## config.mk

```make
export PLATFORM = sky130hd
export DESIGN_NAME = inst_fetch_buffer_flat
export DESIGN_NICKNAME = d
export VERILOG_FILES = /design/src/rtl/inst_fetch_buffer_pkg.sv /design/src/rtl/inst_fetch_buffer_if.sv /design/src/rtl/inst_fetch_buffer.sv /design/src/flat_wrapper.sv
export SDC_FILE = /design/constraint.sdc
export NUM_CORES = 1
export LEC_CHECK = 0
export CORE_ASPECT_RATIO = 1.4
export CORE_MARGIN = 2
export CORE_UTILIZATION = 50
export CTS_CLUSTER_DIAMETER = 60
export DETAILED_ROUTE_END_ITERATION = 8
export GPL_ROUTABILITY_DRIVEN = 0
export PLACE_DENSITY = 0.75
export SLEW_MARGIN = 20
export SYNTH_ARGS = -nofsm -noshare
export SYNTH_HDL_FRONTEND = slang
export SYNTH_SLANG_ARGS = --single-unit
```

## constraint.sdc

```tcl
create_clock -name clk -period 4.8 [get_ports clk]
set_input_delay 0.96 -clock clk [delete_from_list [all_inputs] [get_ports clk]]
set_output_delay 0.96 -clock clk [all_outputs]
set_load 0.02 [all_outputs]
```

## src/rtl/inst_fetch_buffer_pkg.sv

```systemverilog
// Shared widths and types for the instruction fetch buffer.
// The fetch queue stores one {pc, inst} pair per slot.
package inst_fetch_buffer_pkg;

  localparam int unsigned InstAddrW = 32;
  localparam int unsigned InstW     = 32;

  localparam logic [InstW-1:0] Nop = '0;

  typedef struct packed {
    logic [InstAddrW-1:0] pc;
    logic [InstW-1:0]     inst;
  } fetch_pair_t;

endpackage

```

## src/rtl/inst_fetch_buffer_if.sv

```systemverilog
// Fetch-stage bundle: PC-stage handshake, instruction memory request/response, decode output.
// The buffer takes the slave side; its environment (PC stage, memory, decode) the master side.
interface inst_fetch_buffer_if;
  import inst_fetch_buffer_pkg::*;

  logic [InstAddrW-1:0] pc;
  logic                 ce;
  logic                 pc_ready;
  logic                 flush;
  logic                 imem_req;
  logic [InstAddrW-1:0] imem_addr;
  logic                 imem_gnt;
  logic                 imem_rvalid;
  logic [InstW-1:0]     imem_rdata;
  logic                 id_valid;
  logic [InstAddrW-1:0] id_pc;
  logic [InstW-1:0]     id_inst;
  logic                 id_ready;

  modport master (
    output pc, ce, flush, imem_gnt, imem_rvalid, imem_rdata, id_ready,
    input  pc_ready, imem_req, imem_addr, id_valid, id_pc, id_inst
  );

  modport slave (
    input  pc, ce, flush, imem_gnt, imem_rvalid, imem_rdata, id_ready,
    output pc_ready, imem_req, imem_addr, id_valid, id_pc, id_inst
  );

endinterface

```

## src/rtl/inst_fetch_buffer.sv

```systemverilog
// Fetch buffer: slots are reserved at grant, filled by in-order memory responses and popped
// to decode. Responses still in flight at a flush are counted off and discarded.
module inst_fetch_buffer
  import inst_fetch_buffer_pkg::*;
#(
  parameter int unsigned Depth = 4
) (
  input logic                clk,
  input logic                rst,
  inst_fetch_buffer_if.slave bus
);

  localparam int unsigned IdxW = $clog2(Depth);
  localparam int unsigned PtrW = IdxW + 1;

  typedef logic [PtrW-1:0] ptr_t;

  localparam ptr_t PtrOne = ptr_t'(1);

  ptr_t alloc_q, alloc_d;
  ptr_t fill_q, fill_d;
  ptr_t rd_q, rd_d;
  ptr_t drop_q, drop_d;

  fetch_pair_t [Depth-1:0] mem_q, mem_d;

  ptr_t          occupancy;
  ptr_t          outstanding;
  logic [PtrW:0] used;
  logic          space;
  logic          req;
  logic          grant;
  logic          rvalid_ok;
  logic          drop_now;
  logic          fill_now;
  logic          id_valid;
  logic          pop;

  always_comb begin
    occupancy   = alloc_q - rd_q;
    outstanding = alloc_q - fill_q;
    used        = {1'b0, occupancy} + {1'b0, drop_q};
    // Registered state only: a same-cycle pop does not open a slot.
    space       = used < (PtrW + 1)'(Depth);
    req         = !rst && bus.ce && space && !bus.flush;
    grant       = req && bus.imem_gnt;
    // A response with nothing outstanding or pending drop is a protocol error and is ignored.
    rvalid_ok   = !rst && bus.imem_rvalid && (outstanding != '0 || drop_q != '0);
    drop_now    = rvalid_ok && (drop_q != '0);
    fill_now    = rvalid_ok && (drop_q == '0);
    id_valid    = !rst && (rd_q != fill_q);
    pop         = id_valid && bus.id_ready && !bus.flush;
  end

  always_comb begin
    alloc_d = alloc_q;
    fill_d  = fill_q;
    rd_d    = rd_q;
    drop_d  = drop_q;
    mem_d   = mem_q;

    if (grant) begin
      mem_d[alloc_q[IdxW-1:0]].pc = bus.pc;
      alloc_d                     = alloc_q + PtrOne;
    end
    if (fill_now) begin
      mem_d[fill_q[IdxW-1:0]].inst = bus.imem_rdata;
      fill_d                       = fill_q + PtrOne;
    end
    if (drop_now) begin
      drop_d = drop_q - PtrOne;
    end
    if (pop) begin
      rd_d = rd_q + PtrOne;
    end

    // Everything still in flight becomes a drop, less any response consumed this cycle.
    if (bus.flush) begin
      alloc_d = '0;
      fill_d  = '0;
      rd_d    = '0;
      drop_d  = drop_q + outstanding - ptr_t'(rvalid_ok);
    end
  end

  always_ff @(posedge clk) begin
    if (rst) begin
      alloc_q <= '0;
      fill_q  <= '0;
      rd_q    <= '0;
      drop_q  <= '0;
    end else begin
      alloc_q <= alloc_d;
      fill_q  <= fill_d;
      rd_q    <= rd_d;
      drop_q  <= drop_d;
    end
  end

  always_ff @(posedge clk) begin
    mem_q <= mem_d;
  end

  assign bus.imem_req  = req;
  assign bus.imem_addr = bus.pc;
  assign bus.pc_ready  = grant;
  assign bus.id_valid  = id_valid;
  assign bus.id_pc     = id_valid ? mem_q[rd_q[IdxW-1:0]].pc : '0;
  assign bus.id_inst   = id_valid ? mem_q[rd_q[IdxW-1:0]].inst : Nop;

  prot_rvalid_a : assert property (@(posedge clk) disable iff (rst)
    bus.imem_rvalid |-> (outstanding != '0 || drop_q != '0));

endmodule

```

## src/flat_wrapper.sv

```systemverilog
// flat-port wrapper written by rule: the top's interface ports become plain ports
module inst_fetch_buffer_flat import inst_fetch_buffer_pkg::*;
#(
  parameter int unsigned Depth = 4
)
  (clk, rst, bus_pc, bus_ce, bus_flush, bus_imem_gnt, bus_imem_rvalid, bus_imem_rdata, bus_id_ready, bus_pc_ready, bus_imem_req, bus_imem_addr, bus_id_valid, bus_id_pc, bus_id_inst);
  inst_fetch_buffer_if bus_i ();
  input logic clk;
  input logic rst;
  input wire logic [$bits(bus_i.pc)-1:0] bus_pc;
  input wire logic [$bits(bus_i.ce)-1:0] bus_ce;
  input wire logic [$bits(bus_i.flush)-1:0] bus_flush;
  input wire logic [$bits(bus_i.imem_gnt)-1:0] bus_imem_gnt;
  input wire logic [$bits(bus_i.imem_rvalid)-1:0] bus_imem_rvalid;
  input wire logic [$bits(bus_i.imem_rdata)-1:0] bus_imem_rdata;
  input wire logic [$bits(bus_i.id_ready)-1:0] bus_id_ready;
  output wire logic [$bits(bus_i.pc_ready)-1:0] bus_pc_ready;
  output wire logic [$bits(bus_i.imem_req)-1:0] bus_imem_req;
  output wire logic [$bits(bus_i.imem_addr)-1:0] bus_imem_addr;
  output wire logic [$bits(bus_i.id_valid)-1:0] bus_id_valid;
  output wire logic [$bits(bus_i.id_pc)-1:0] bus_id_pc;
  output wire logic [$bits(bus_i.id_inst)-1:0] bus_id_inst;
  assign bus_i.pc = bus_pc;
  assign bus_i.ce = bus_ce;
  assign bus_i.flush = bus_flush;
  assign bus_i.imem_gnt = bus_imem_gnt;
  assign bus_i.imem_rvalid = bus_imem_rvalid;
  assign bus_i.imem_rdata = bus_imem_rdata;
  assign bus_i.id_ready = bus_id_ready;
  assign bus_pc_ready = bus_i.pc_ready;
  assign bus_imem_req = bus_i.imem_req;
  assign bus_imem_addr = bus_i.imem_addr;
  assign bus_id_valid = bus_i.id_valid;
  assign bus_id_pc = bus_i.id_pc;
  assign bus_id_inst = bus_i.id_inst;
  inst_fetch_buffer #(.Depth(Depth)) u_core (.clk(clk), .rst(rst), .bus(bus_i));
endmodule
```

==> impl_metrics.yaml <==
timing:
  final-setup-viol-count: 0
  tightest_slew_ns: 0.9889
  max_slew_margin: 0.3408
  fmax_ghz: 0.2172
  grt_setup_unrepaired: "false"
  period_share: 0.9591
  holdWs_ns: 0.5335
  fin_worst_skew_ns: 0.01058
  finalMaxSlewViolations: 0
  hold_viol: 0
  setup_tns_ns: 0
  period_minus_slack_ns: 4.604
cells_and_area:
  final_area_sq_um: 14580
  stdcell_count: 1171
  final_common_cell: "edfxtp_1"
  final_nets: 938
  syn_to_final_growth_pct: 22.72
  layout-drive-gt1-share: 0.1514
  final_cell_mix: "edfxtp_1, clkdlybuf4s50_1, and3_1, nor2b_1, mux4_2"
  n_antenna_cell: 0
  n_fill_cell: 1661
floorplanning:
  die-width_um: 134.3
  io_pins: 170
  dieArea_sq_um: 25020
  die_h_um: 186.4
  start_util: 0.5100
  num_rows: 66
  core_sq_um: 23290
min_path:
  hold_end: "u_core.fill_q[2]$_SDFFE_PP0P_"
  hold_path.class: "reg2reg"
  holdPathStages: 2
  min-delay-start: "u_core.fill_q[2]$_SDFFE_PP0P_"
critical_path:
  r2r_cells: 11
  rrSetupSlack_ns: 0.96
  rr_startpoint: "u_core.alloc_q[0]$_SDFFE_PP0P_"
  crit_path_start_kind: "register"
  cp-end-kind: "output pin"
  path_max_fanout: 4
  r2r-end: "u_core.mem_q[225]$_DFFE_PP_"
  path_class: "reg2out"
  cp.arrival_ns: 3.64
  cp.required_ns: 3.84
grt:
  grt_usage: 0.1909
  grt_max_degree: 68
  grt_pass1_wl_um: 37420
  grt_antenna_before_repair: 0
  grt-ovfl-total: 0
  first_global_vias: 7074
clock_network:
  cts_made_buffers: 26
  cts.sinks: 268
  cts-resized-gates: 0
  cts_root_buf: "clkbuf_16"
  clockBufferDepth: 3
  clkLatencyLatePin_ns: 0.52
  cts_hold_buf: 0
  cts_setup_buffers: 0
  cts_tree: "built"
  h-tree-depth: 1
  clk_pin_slew_worst_paths_ns: 0.06
power_and_ir_drop:
  vdd.ir_drop.worst_mv: 0.2966
  power.density_nw_per_um2: 336.8
  power_mw: 4.910
  leakage_nw: 5.244
run:
  maxCapViolCount: 0
placed_design:
  hpwl_um: 14490
  place.port_buffers: 169
  place_area_sq_um: 13660
  dp.cells: 1124
synthesis:
  synth_edf_count: 256
  syn_nets: 807
  avgSynthCellArea_sq_um: 16.61
  synthFlopType: "edfxtp_1"
  yosysSeqAreaShare: 0.6674
  synthDistinctLibCells: 40
  syn_inst: 715
  synth-async-reset-ratio: 0
  synth_warnings: 0
  netlist_area_sq_um: 11880
  ys_ff_latch: 268
status:
  status: "finished, final reports clean"
route:
  wl_met1_um: 9102
  highest_layer: "met4"
  ant_nets: 0
  vias: 6607
  vias_per_cell: 5.642
  post_drt_wl_per_cell_um: 20.49
  routed-wl-met3_um: 1638
  dr_wl_met2_um: 12800
  drt-total-wl_um: 24000
  drt_iter0_markers: 418
  drt_first_pass_iters: 5
  drc_errors: 0
## worst max path at each step
stage	to	startpoint	depth (start not counted)	slack, ns
after floorplan	u_core.mem_q[224]$_DFFE_PP_	u_core.rd_q[1]$_SDFFE_PP0P_	10	0.34
after global placement	bus_pc_ready	u_core.alloc_q[0]$_SDFFE_PP0P_	10	0.75
after detailed placement	bus_pc_ready	u_core.alloc_q[0]$_SDFFE_PP0P_	10	0.71
after CTS	bus_pc_ready	u_core.alloc_q[0]$_SDFFE_PP0P_	10	0.13
after global routing	bus_imem_req	u_core.alloc_q[0]$_SDFFE_PP0P_	10	0.006
final	bus_imem_req	u_core.alloc_q[0]$_SDFFE_PP0P_	10	0.20
## critical path, stage by stage, from the launching register on
cell             delay [ns]
dfxtp_1                0.35
inv_1                  0.14
ha_1                   0.17
inv_1                  0.06
fa_1                   0.43
xor2_1                 0.16
xnor2_1                0.13
ha_1                   0.28
or4b_1                 0.54
nor3_1                 0.22
clkdlybuf4s50_1        0.63
## synthesized netlist by cell type (3+ instances only)
cell        n  area share
nor2_1     11      0.0035
buf_4      32       0.020
and2_1      7      0.0037
nor3_1      3      0.0013
edfxtp_1  256        0.65
nor2b_1    65       0.034
ha_1       18       0.019
xnor2_1     5      0.0037
o31ai_1     3      0.0019
buf_1       3     0.00095
inv_1      17      0.0054
dfxtp_1    12       0.020
fa_1        3      0.0051
clkbuf_1   34       0.011
nand3_1     3      0.0013
and3_1    128       0.067
mux2i_1     4      0.0034
nand2_1     5      0.0016
mux4_2     64        0.12
xor2_1      6      0.0044
buf_2      12      0.0051
## cell type report
class	count	area, sq um	share of cell area
inverters	17	63.81	0.004378
multi-input cells	347	3445	0.2363
flip-flops and latches	268	7935	0.5444
repair buffers	186	1834	0.1258
clock buffers	29	683.2	0.04687
well taps	306	382.9	0.02627
clock inverters	18	232.7	0.01597
## kinds of logic (layout without fill, tap and decap cells)
| logic type | after synthesis | count (layout) | synth area share |
|---|---|---|---|
| simple gates | 233 | 233 | 0.1212 |
| mux | 68 | 68 | 0.1247 |
| compound gates | 13 | 13 | 0.008112 |
| flops | 268 | 268 | 0.6674 |
| fa+ha+maj | 21 | 21 | 0.02402 |
| buf+inv | 100 | 250 | 0.04424 |
| xor+xnor | 12 | 12 | 0.01022 |
## metrics by stage
stage / utilization / setup slack [ns]
2_1_floorplan: - / 0.3437
3_3_place_gp: 0.5865 / 0.7507
3_5_place_dp: 0.5865 / 0.7058
4_1_cts: 0.6258 / 0.1276
5_1_grt: 0.6259 / 0.006272
6_report: 0.6259 / 0.1963
## metal layers
| layer | vias up | track usage |
|---|---|---|
| met2 | 256 | 0.3562 |
| met1 | 3321 | 0.2263 |
| li1 | 2991 | - |
| met3 | 39 | 0.03097 |
| met5 | - | 0 |
| met4 | 0 | 0.05182 |
## sequential cells by signal, summed over array words and instances (netlist names)
| register | count |
|---|---|
| u_core.alloc_q | 3 |
| u_core.drop_q | 3 |
| u_core.mem_q | 256 |
| u_core.fill_q | 3 |
| u_core.rd_q | 3 |
## power by group
group	switching [mW]	internal (mW)
logic	0.0994	0.107
clock network	0.846	1.30
registers	0.00629	2.55
total	0.951	3.96
No activity file was read; power rests on OpenSTA's default activity.
